**src/rtl/top_mod.sv**
```systemverilog
// top_mod: 640x480@60Hz VGA timing generator with an eight-bar RGB565 test pattern.
//   clk    in   50 MHz board clock, every pixel spans two clk cycles
//   rst    in   synchronous active-high reset, restarts the frame at pixel (0,0)
//   Hsync  out  horizontal sync, active low, registered
//   Vsync  out  vertical sync, active low, registered
//   Red    out  5-bit red, registered, 0 outside the visible area
//   Green  out  6-bit green, registered, 0 outside the visible area
//   Blue   out  5-bit blue, registered, 0 outside the visible area
module top_mod #(
    parameter int H_VISIBLE = 640,
    parameter int H_FP      = 16,
    parameter int H_SYNC    = 96,
    parameter int H_BP      = 48,
    parameter int V_VISIBLE = 480,
    parameter int V_FP      = 10,
    parameter int V_SYNC    = 2,
    parameter int V_BP      = 33
) (
    input  logic       clk,
    input  logic       rst,
    output logic       Hsync,
    output logic       Vsync,
    output logic [4:0] Red,
    output logic [5:0] Green,
    output logic [4:0] Blue
);
    localparam logic [9:0] H_VIS = 10'(H_VISIBLE);
    localparam logic [9:0] H_MAX = 10'(H_VISIBLE + H_FP + H_SYNC + H_BP - 1);
    localparam logic [9:0] HS_LO = 10'(H_VISIBLE + H_FP);
    localparam logic [9:0] HS_HI = 10'(H_VISIBLE + H_FP + H_SYNC - 1);
    localparam logic [9:0] V_VIS = 10'(V_VISIBLE);
    localparam logic [9:0] V_MAX = 10'(V_VISIBLE + V_FP + V_SYNC + V_BP - 1);
    localparam logic [9:0] VS_LO = 10'(V_VISIBLE + V_FP);
    localparam logic [9:0] VS_HI = 10'(V_VISIBLE + V_FP + V_SYNC - 1);
    localparam logic [9:0] B1 = 10'(1 * H_VISIBLE / 8);
    localparam logic [9:0] B2 = 10'(2 * H_VISIBLE / 8);
    localparam logic [9:0] B3 = 10'(3 * H_VISIBLE / 8);
    localparam logic [9:0] B4 = 10'(4 * H_VISIBLE / 8);
    localparam logic [9:0] B5 = 10'(5 * H_VISIBLE / 8);
    localparam logic [9:0] B6 = 10'(6 * H_VISIBLE / 8);
    localparam logic [9:0] B7 = 10'(7 * H_VISIBLE / 8);

    logic       pe_q, pe_d;
    logic [9:0] h_q, h_d, v_q, v_d;
    logic       hsync_q, hsync_d, vsync_q, vsync_d;
    logic [4:0] red_q, red_d, blue_q, blue_d;
    logic [5:0] green_q, green_d;
    logic [2:0] bar;
    logic       vis;

    // Bar index bit 0 clears blue, bit 1 clears red, bit 2 clears green,
    // which yields white/yellow/cyan/green/magenta/red/blue/black in order.
    always_comb begin
        pe_d = ~pe_q;
        h_d = h_q;
        v_d = v_q;
        if (pe_q) begin
            h_d = (h_q == H_MAX) ? 10'd0 : h_q + 10'd1;
            if (h_q == H_MAX)
                v_d = (v_q == V_MAX) ? 10'd0 : v_q + 10'd1;
        end
        bar = (h_q < B1) ? 3'd0 : (h_q < B2) ? 3'd1 : (h_q < B3) ? 3'd2 :
              (h_q < B4) ? 3'd3 : (h_q < B5) ? 3'd4 : (h_q < B6) ? 3'd5 :
              (h_q < B7) ? 3'd6 : 3'd7;
        vis = (h_q < H_VIS) && (v_q < V_VIS);
        hsync_d = !((h_q >= HS_LO) && (h_q <= HS_HI));
        vsync_d = !((v_q >= VS_LO) && (v_q <= VS_HI));
        red_d = (vis && !bar[1]) ? 5'd31 : 5'd0;
        green_d = (vis && !bar[2]) ? 6'd63 : 6'd0;
        blue_d = (vis && !bar[0]) ? 5'd31 : 5'd0;
    end

    always_ff @(posedge clk) begin
        if (rst) begin
            pe_q <= 1'b0;
            h_q <= 10'd0;
            v_q <= 10'd0;
            hsync_q <= 1'b1;
            vsync_q <= 1'b1;
            red_q <= 5'd0;
            green_q <= 6'd0;
            blue_q <= 5'd0;
        end else begin
            pe_q <= pe_d;
            h_q <= h_d;
            v_q <= v_d;
            hsync_q <= hsync_d;
            vsync_q <= vsync_d;
            red_q <= red_d;
            green_q <= green_d;
            blue_q <= blue_d;
        end
    end

    assign Hsync = hsync_q;
    assign Vsync = vsync_q;
    assign Red = red_q;
    assign Green = green_q;
    assign Blue = blue_q;
endmodule

```
**config.mk**
```make
export PLATFORM = sky130hd
export DESIGN_NAME = top_mod
export DESIGN_NICKNAME = d
export VERILOG_FILES = /design/src/rtl/top_mod.sv
export SDC_FILE = /design/constraint.sdc
export NUM_CORES = 1
export LEC_CHECK = 0
export CAP_MARGIN = 20
export CORE_UTILIZATION = 53
export DETAILED_ROUTE_END_ITERATION = 12
export PLACE_DENSITY = 0.88
export RECOVER_POWER = 100
export SKIP_LAST_GASP = 1
export SYNTH_ARGS = -nofsm -noshare
export SYNTH_HDL_FRONTEND = slang
export SYNTH_SLANG_ARGS = --single-unit
```
**constraint.sdc**
```tcl
create_clock -name clk -period 2.2 [get_ports clk]
set_input_delay 0.33 -clock clk [delete_from_list [all_inputs] [get_ports clk]]
set_output_delay 0.33 -clock clk [all_outputs]
set_load 0.005 [all_outputs]
```
==> flow_summary_export.csv, run 1 <==
group,metric,value,unit
layout,finalInstanceArea,1560,um2
run,cap_viol_max_count,0,
layout,final_cell_mix,"dfxtp_1, dlygate4sd3_1, nor2_1, nand3_1",
power_and_ir_drop,powerDensity,476,nW/um2
global_route,antenna_found_initial,0,
route,drt-total-wl,2720,um
logic_synthesis,synthCells,163,
timing,clock-skew-final,0.00197,ns
timing,relSlewSlack,70.3,%
logic_synthesis,yosys_register_bits,26,
timing,whs,0.503,ns
timing,rsz0062_at_grt,"yes",
floorplan,row_count,18,
place,portBuffers,19,
place,placed_cell_area,1530,um2
logic_synthesis,ys_types,39,
route,via_count,1171,
power_and_ir_drop,irDropWorstVdd,0.307,mV
route,drc,0,
power_and_ir_drop,power.leakage,0.547,nW
layout,multi_input_area,702,um2
layout,drive_above_1_share,8.19,%
clocking,htree_levels,1,
clocking,clkTransAtPathRegs,0.13,ns
layout,nets,179,
clocking,cts_hold_buf,0,
critical_path,end_kind,"flip-flop",
logic_synthesis,syn-num-nets,169,
power_and_ir_drop,p_total,0.742,mW
layout,regArea,520,um2
floorplan,die_w,53.3,um
global_route,grt_pass1_wl,4570,um
timing,period_share,97.7,%
floorplan,core_area,2480,um2
critical_path,cp.arrival,2.41,ns
route,drtPass1Iterations,4,
clocking,cts_buffer_depth,2,
critical_path,cp_max_fo,7,
place,gp_congestion,0.833,
critical_path,path_class,"reg2reg",
layout,nFillCells,210,
status,status,"complete, no violations",
timing,setup_tns,0,ns
route,wl_per_cell,13.5,um
floorplan,io_pins,20,
place,place_inst,198,
logic_synthesis,yosysWarnings,0,
global_route,grt_pass1_vias,1079,
clocking,cts_tree,"built",
global_route,grt_start_max_net_pins,14,
timing,fin_crit,2.15,ns
critical_path,crit_required,2.46,ns
logic_synthesis,yosysSeqAreaShare,37.3,%
route,ant_nets,0,
global_route,grt_overflow,0,
floorplan,die-height,53.3,um
clocking,numCtsBuffers,3,
route,drtIter0Drc,32,
floorplan,die_area,2840,um2
critical_path,startpoint_type,"flip-flop",
logic_synthesis,synthFlopType,"dfxtp_1",
logic_synthesis,async_flop_share,0,%
layout,final_cells,201,
logic_synthesis,synth_area,1400,um2
logic_synthesis,synth_edf_count,0,
timing,setup_viol,0,
layout,syn2layout_area_growth,11.7,%
logic_synthesis,syn_avg_cell_area,8.56,um2
timing,max_freq,465,MHz
timing,finalHoldViolations,0,
timing,tightest_slew,0.444,ns
route,vias_per_cell,5.83,
clocking,cts-root-buf,"clkbuf_4",
clocking,cts_sinks,26,
timing,drv_slew,0,
layout,diodes,0,
clocking,clk_latency,0.32,ns
place,dp_hpwl,1980,um
layout,final_common_cell,"dfxtp_1",
hold_path,min_path_type,"reg2reg",
global_route,grt_use_total,21.7,%
floorplan,initial_core_util,56.3,%
==> state kept, by name, summed over array words and instances (netlist names) <==
signal  flops
v_q        10
h_q        10
Vsync       1
Red         1
Hsync       1
Blue        1
pe_q        1
Green       1
==> synthesized netlist by cell type (2+ instances only) <==
cell type | number | share of area [%]
buf_2 | 3 | 1.1
nor4_1 | 2 | 0.90
o21ai_0 | 5 | 1.8
nor2b_1 | 3 | 1.3
o31ai_1 | 3 | 1.6
and3_1 | 3 | 1.3
clkbuf_1 | 3 | 0.81
inv_1 | 8 | 2.2
nand3_1 | 9 | 3.2
nor2_1 | 16 | 4.3
buf_4 | 13 | 7.0
dfxtp_1 | 26 | 37
nor3_1 | 4 | 1.4
xnor2_1 | 6 | 3.8
or3_1 | 5 | 2.2
a21oi_1 | 8 | 2.9
xor2_1 | 6 | 3.8
or4_1 | 4 | 2.2
ha_1 | 4 | 3.6
and4_1 | 3 | 1.9
nand4_1 | 5 | 2.2
nand2_1 | 6 | 1.6
buf_6 | 2 | 1.6
==> final timing paths <==
| check | to | depth (start not counted) | slack [ns] | from |
|---|---|---|---|---|
| setup / recovery | v_q[6]$_SDFFE_PP0P_ | 5 | 0.05 | h_q[0]$_SDFFE_PP0P_ |
| hold / removal | Hsync$_SDFF_PP1_ | 1 | 0.50 | h_q[9]$_SDFFE_PP0P_ |
| setup reg to reg | v_q[6]$_SDFFE_PP0P_ | 5 | 0.05 | h_q[0]$_SDFFE_PP0P_ |
| hold reg to reg | Hsync$_SDFF_PP1_ | 1 | 0.50 | h_q[9]$_SDFFE_PP0P_ |
==> routing by layer <==
layer  global-route usage [%]  share of wire [%]
met1                     25.6                 43
met2                     38.5                 50
met3                     3.16                5.5
met4                     8.33                1.3
met5                        0                  0
==> per-stage QoR <==
stage / utilization [%] / setup slack (ns)
global route: 62.9 / -0.0380
detailed placement: 61.8 / 0.0975
floorplan: - / 0.252
global placement: 61.8 / 0.181
CTS: 62.7 / 0.0180
finish: 62.9 / 0.0511
==> critical path, stage by stage (launching register included) <==
cell     delay [ns]
dfxtp_1        0.41
ha_1           0.21
nand4_1        0.25
or4_4          0.63
or4_1          0.42
a21oi_1        0.17
==> where the power goes <==
part	internal (mW)	switching (mW)	leakage, nW
Clock	0.0643	0.137	0.0138
Combinational	0.0315	0.0232	0.322
Sequential	0.479	0.00706	0.211
Total	0.574	0.168	0.547
==> timing repair <==
item / CTS / global route
endpoints found under the setup margin: 0 / 3
gates resized for setup: 0 / 2
buffers inserted: 0 / 0
==> area by class of cell <==
class | count | share of cell area (%)
clock buffers | 3 | 1.44
inverters | 8 | 1.93
multi-input cells | 107 | 45.0
flip-flops and latches | 26 | 33.4
well taps | 30 | 2.41
repair buffers | 27 | 15.8
==> logic make-up after synthesis <==
family                     share of synthesized area, %
muxes                                             0.718
buffers and inverters                              13.0
and+or+nand+nor                                    27.7
xor gates and xnor gates                           7.53
AOI/OAI and AO/OA                                  9.42
adders and majority gates                          4.31
DFF                                                37.3
No activity file was read; power rests on OpenSTA's default activity.
==> run 2: changes to the inputs <==
--- a/config.mk
+++ b/config.mk
@@ -6,6 +6,7 @@
 export NUM_CORES = 1
 export LEC_CHECK = 0
 export CAP_MARGIN = 20
+export CORE_MARGIN = 3
 export CORE_UTILIZATION = 53
 export DETAILED_ROUTE_END_ITERATION = 12
 export PLACE_DENSITY = 0.88
==> run 2 against run 1 <==
- clock power up 19%
- final cell count up 0.50%
- wire length up 1.8%
- sequential power about the same
- die area up 16%
- global-route usage down 4.5 points
- hold slack better by 0.012 ns
- power up 5.3%
- first-iteration DRC count up 31%
- count of clock-buffer cells in the layout up 1
- largest power group unchanged
==> flow_summary_export.csv, run 2 (synthesis results as in run 1) <==
group,metric,value,unit
status,status,"complete, no violations",
critical_path,end_kind,"flip-flop",
floorplan,die_w,57.3,um
route,drtPass1Iterations,4,
route,drtIter0Drc,42,
layout,final_cell_mix,"dfxtp_1, dlygate4sd3_1, nor2_1, nand3_1, buf_4",
clocking,clk_latency,0.32,ns
route,drt-total-wl,2760,um
layout,final_common_cell,"dfxtp_1",
clocking,cts-root-buf,"clkbuf_4",
timing,finalHoldViolations,0,
hold_path,min_to,"Hsync$_SDFF_PP1_",
global_route,grt_overflow,0,
layout,syn2layout_area_growth,13.6,%
timing,whs,0.515,ns
layout,drive_above_1_share,9.77,%
layout,reg_top3,"h_q (10), v_q (10)",
layout,nFillCells,188,
power_and_ir_drop,p_total,0.782,mW
critical_path,path_class,"reg2reg",
route,wl_per_cell,13.7,um
floorplan,core_area,2360,um2
route,vias_per_cell,5.90,
global_route,grt_pass1_wl,4560,um
critical_path,startpoint_type,"flip-flop",
hold_path,whs_path_depth,1,
timing,max_freq,477,MHz
critical_path,r2r_end,"v_q[8]$_SDFFE_PP0P_",
timing,relSlewSlack,67.8,%
power_and_ir_drop,irDropWorstVdd,0.369,mV
layout,nets,181,
global_route,grt_pass1_vias,1036,
place,dp_slack,0.0568,ns
global_route,grt_use_total,17.1,%
place,place_inst,196,
timing,fin_ws,0.104,ns
critical_path,crit_required,2.47,ns
clocking,numCtsBuffers,3,
global_route,antenna_found_initial,0,
hold_path,min_from,"h_q[9]$_SDFFE_PP0P_",
floorplan,io_pins,20,
place,portBuffers,19,
route,via_count,1191,
clocking,clkTransAtPathRegs,0.13,ns
clocking,cts_tree,"built",
layout,finalInstanceArea,1590,um2
critical_path,reg2reg_depth,5,
floorplan,initial_core_util,59.1,%
floorplan,die-height,57.3,um
clocking,htree_levels,1,
global_route,grt_start_max_net_pins,15,
route,drc,0,
clocking,cts_sinks,26,
layout,diodes,0,
power_and_ir_drop,powerDensity,493,nW/um2
timing,period_share,95.3,%
route,ant_nets,0,
critical_path,cp.arrival,2.37,ns
timing,tightest_slew,0.481,ns
timing,clock-skew-final,0.000936,ns
timing,setup_tns,0,ns
critical_path,rrSetupSlack,0.10,ns
power_and_ir_drop,power.leakage,0.563,nW
run,cap_viol_max_count,0,
floorplan,die_area,3280,um2
critical_path,r2r_start,"h_q[0]$_SDFFE_PP0P_",
clocking,cts_buffer_depth,2,
timing,rsz0062_at_grt,"yes",
place,gp_congestion,0.808,
critical_path,cp_max_fo,7,
place,placed_cell_area,1530,um2
floorplan,row_count,17,
layout,final_cells,202,
timing,fin_crit,2.10,ns
place,dp_hpwl,1950,um
timing,setup_viol,0,
hold_path,min_path_type,"reg2reg",
timing,drv_slew,0,
layout,utilization,67.1,%
## run 2: cell types whose count changed in the layout (fill, tap and decap cells not counted)
cell      delta
buf_4        +2
clkbuf_8     +1
## run 2: routing by layer
layer | share of wire (%) | vias up | track usage (%)
met2 | 50 | 56 | 29.0
li1 | - | 578 | -
met5 | 0 | - | 0
met1 | 39 | 549 | 21.4
met4 | 2.4 | 0 | 7.28
met3 | 8.5 | 8 | 2.71
## run 2: how the worst max path moves through the flow
stage	startpoint	endpoint	slack, ns	depth (start not counted)
after floorplan	h_q[6]$_SDFFE_PP0P_	v_q[7]$_SDFFE_PP0P_	0.25	6
after global placement	h_q[0]$_SDFFE_PP0P_	v_q[8]$_SDFFE_PP0P_	0.19	5
after detailed placement	h_q[0]$_SDFFE_PP0P_	v_q[8]$_SDFFE_PP0P_	0.06	5
after CTS	h_q[0]$_SDFFE_PP0P_	v_q[8]$_SDFFE_PP0P_	0.01	5
after global routing	h_q[0]$_SDFFE_PP0P_	v_q[8]$_SDFFE_PP0P_	-0.03	5
final	h_q[0]$_SDFFE_PP0P_	v_q[8]$_SDFFE_PP0P_	0.10	5
## run 2: power breakdown
part	total [mW]	internal, mW	leakage (nW)	switching (mW)
Combinational	0.0548	0.0316	0.330	0.0232
Sequential	0.486	0.479	0.211	0.00718
Clock	0.241	0.101	0.0210	0.140
## run 2: final cells by class
type | instances | area [um2] | share of cell area (%)
Clock buffer | 4 | 36.3 | 2.29
Tap cell | 28 | 35.0 | 2.21
Timing Repair Buffer | 29 | 262 | 16.5
Inverter | 8 | 30.0 | 1.89
Sequential cell | 26 | 520 | 32.8
Multi-Input combinational cell | 107 | 702 | 44.3
## run 2: worst max-delay path: stages, from the launching register on
cell	delay [ns]
dfxtp_1	0.42
ha_1	0.21
nand4_1	0.21
or4_4	0.62
or4_1	0.44
a21oi_1	0.15
## run 2: what timing repair did
item                       4_1_cts  5_1_grt
hold buffers                     0        0
setup endpoints to repair        0        4
setup buffers                    0        2
gates resized for setup          0        2
==> run 3: changes to the inputs <==
--- a/config.mk
+++ b/config.mk
@@ -9,6 +9,8 @@
 export CORE_MARGIN = 3
 export CORE_UTILIZATION = 53
 export DETAILED_ROUTE_END_ITERATION = 12
+export HOLD_SLACK_MARGIN = 0.03
+export MAX_ROUTING_LAYER = met4
 export PLACE_DENSITY = 0.88
 export RECOVER_POWER = 100
 export SKIP_LAST_GASP = 1
==> run 3 against run 2 <==
- sequential power is essentially flat
- highest routed layer unchanged
- largest cell class unchanged
- core utilization is the same
- flip-flop and latch count unchanged
==> flow_summary_export.csv, run 3 (synthesis results as in run 1) <==
group,metric,value,unit
status,status,"complete, no violations",
critical_path,path_class,"reg2reg",
critical_path,slowest_delay,0.62,ns
timing,relSlewSlack,68.6,%
power_and_ir_drop,powerDensity,494,nW/um2
floorplan,row_count,17,
route,drtIter0Drc,51,
critical_path,r2r_end,"v_q[8]$_SDFFE_PP0P_",
power_and_ir_drop,irDropWorstVdd,0.372,mV
critical_path,crit_start,"h_q[0]$_SDFFE_PP0P_",
floorplan,core_area,2360,um2
layout,final_cell_mix,"dfxtp_1, dlygate4sd3_1, nor2_1, nand3_1, buf_4",
power_and_ir_drop,p_comb_share,7.0,%
timing,whs,0.509,ns
critical_path,end_kind,"flip-flop",
route,via_count,1178,
hold_path,min_path_type,"reg2reg",
critical_path,crit_required,2.47,ns
floorplan,initial_core_util,59.1,%
layout,diodes,0,
power_and_ir_drop,power.leakage,0.563,nW
clocking,htree_levels,1,
timing,tightest_slew,0.470,ns
route,drt-total-wl,2740,um
timing,fin_crit,2.10,ns
place,gp_congestion,0.819,
place,dp_slack,0.0568,ns
layout,reg_top3,"h_q (10), v_q (10)",
route,drc,0,
layout,syn2layout_area_growth,13.6,%
timing,setup_viol,0,
global_route,grt_use_total,17.6,%
power_and_ir_drop,p_sw,0.172,mW
floorplan,die_area,3280,um2
run,cap_viol_max_count,0,
critical_path,reg2reg_depth,5,
clocking,cts-root-buf,"clkbuf_4",
place,portBuffers,19,
power_and_ir_drop,swShare,21.9,%
layout,nets,181,
route,ant_nets,0,
layout,nFillCells,188,
global_route,grt_pass1_wl,4560,um
critical_path,worst_path_max_delay_cell,"or4_4",
clocking,cts_sinks,26,
layout,drive_above_1_share,9.77,%
timing,period_share,95.4,%
critical_path,worstPathCellList,"ha_1 -> nand4_1 -> or4_4 -> or4_1 -> a21oi_1",
timing,drv_slew,0,
floorplan,die-height,57.3,um
power_and_ir_drop,seqPwrFrac,62.0,%
clocking,clkTransAtPathRegs,0.13,ns
power_and_ir_drop,p_total,0.783,mW
global_route,grt_pass1_vias,1036,
global_route,grt_overflow,0,
floorplan,die_w,57.3,um
timing,rsz0062_at_grt,"yes",
power_and_ir_drop,clkPwrFrac,31.0,%
place,placed_cell_area,1530,um2
critical_path,cp_max_fo,7,
critical_path,startpoint_type,"flip-flop",
global_route,grt_start_max_net_pins,15,
route,vias_per_cell,5.83,
global_route,antenna_found_initial,0,
floorplan,io_pins,20,
timing,fin_ws,0.101,ns
layout,finalInstanceArea,1590,um2
layout,final_common_cell,"dfxtp_1",
clocking,numCtsBuffers,3,
clocking,clk_latency,0.33,ns
power_and_ir_drop,intPower,0.612,mW
timing,clock-skew-final,0.00184,ns
critical_path,rrSetupSlack,0.10,ns
critical_path,cp.arrival,2.37,ns
clocking,cts_hold_buf,0,
clocking,cts_buffer_depth,2,
critical_path,cp-endpoint,"v_q[8]$_SDFFE_PP0P_",
critical_path,r2r_start,"h_q[0]$_SDFFE_PP0P_",
route,drtPass1Iterations,4,
route,wl_per_cell,13.5,um
timing,finalHoldViolations,0,
clocking,cts_tree,"built",
timing,max_freq,476,MHz
place,dp_hpwl,1950,um
-- run 3: worst min path at each step --
stage,startpoint,endpoint,slack [ns],depth (start not counted)
global route,h_q[9]$_SDFFE_PP0P_,Hsync$_SDFF_PP1_,0.54,1
global placement,h_q[9]$_SDFFE_PP0P_,Hsync$_SDFF_PP1_,0.47,1
floorplan,h_q[9]$_SDFFE_PP0P_,Hsync$_SDFF_PP1_,0.43,1
finish,h_q[9]$_SDFFE_PP0P_,Hsync$_SDFF_PP1_,0.51,1
CTS,h_q[9]$_SDFFE_PP0P_,Hsync$_SDFF_PP1_,0.51,1
detailed placement,h_q[9]$_SDFFE_PP0P_,Hsync$_SDFF_PP1_,0.48,1
-- run 3: per-stage QoR --
stage / setup TNS, ns / utilization [%] / cells
2_1_floorplan: 0 / - / 163
3_3_place_gp: 0 / 64.8 / 196
3_5_place_dp: 0 / 64.8 / 196
4_1_cts: 0 / 66.3 / 200
5_1_grt: -0.0333 / 67.1 / 202
6_report: 0 / 67.1 / 202
-- run 3: power groups by stage --
stage / Combinational, mW / Clock (mW) / Sequential [mW]
detailed placement: 0.0613 / 0 / 0.497
global placement: 0.0594 / 0 / 0.496
global route: 0.0606 / 0.269 / 0.487
floorplan: 0.0395 / 0 / 0.496
CTS: 0.0615 / 0.244 / 0.487
finish: 0.0547 / 0.243 / 0.486
-- run 3: final cells by class --
class                      instances  area [um2]  share of cell area [%]
inverter                           8        30.0                    1.89
sequential                        26         520                    32.8
timing repair buffer              29         262                    16.5
tap                               28        35.0                    2.21
clock buffer                       4        36.3                    2.29
multi-input combinational        107         702                    44.3
-- run 3: per-layer routing --
| metal | share of wire [%] | routed length (um) | GRT usage (%) |
|---|---|---|---|
| met1 | 38 | 1050 | 21.4 |
| met3 | 8.4 | 231 | 2.71 |
| met2 | 51 | 1390 | 29.0 |
| met4 | 2.3 | 63 | 7.28 |
| met5 | 0 | 0 | - |
-- run 3: worst max-delay path: cells and delay by family (launching register included) --
family | cells | cell delay (ns)
AOI/OAI and AO/OA | 1 | 0.15
DFF | 1 | 0.42
adders and majority gates | 1 | 0.21
and+or+nand+nor | 3 | 1.27
-- run 3: repair_timing --
action / in CTS / in global routing
buffers inserted: 0 / 2
setup endpoints to repair: 0 / 4
gates resized for setup: 0 / 2
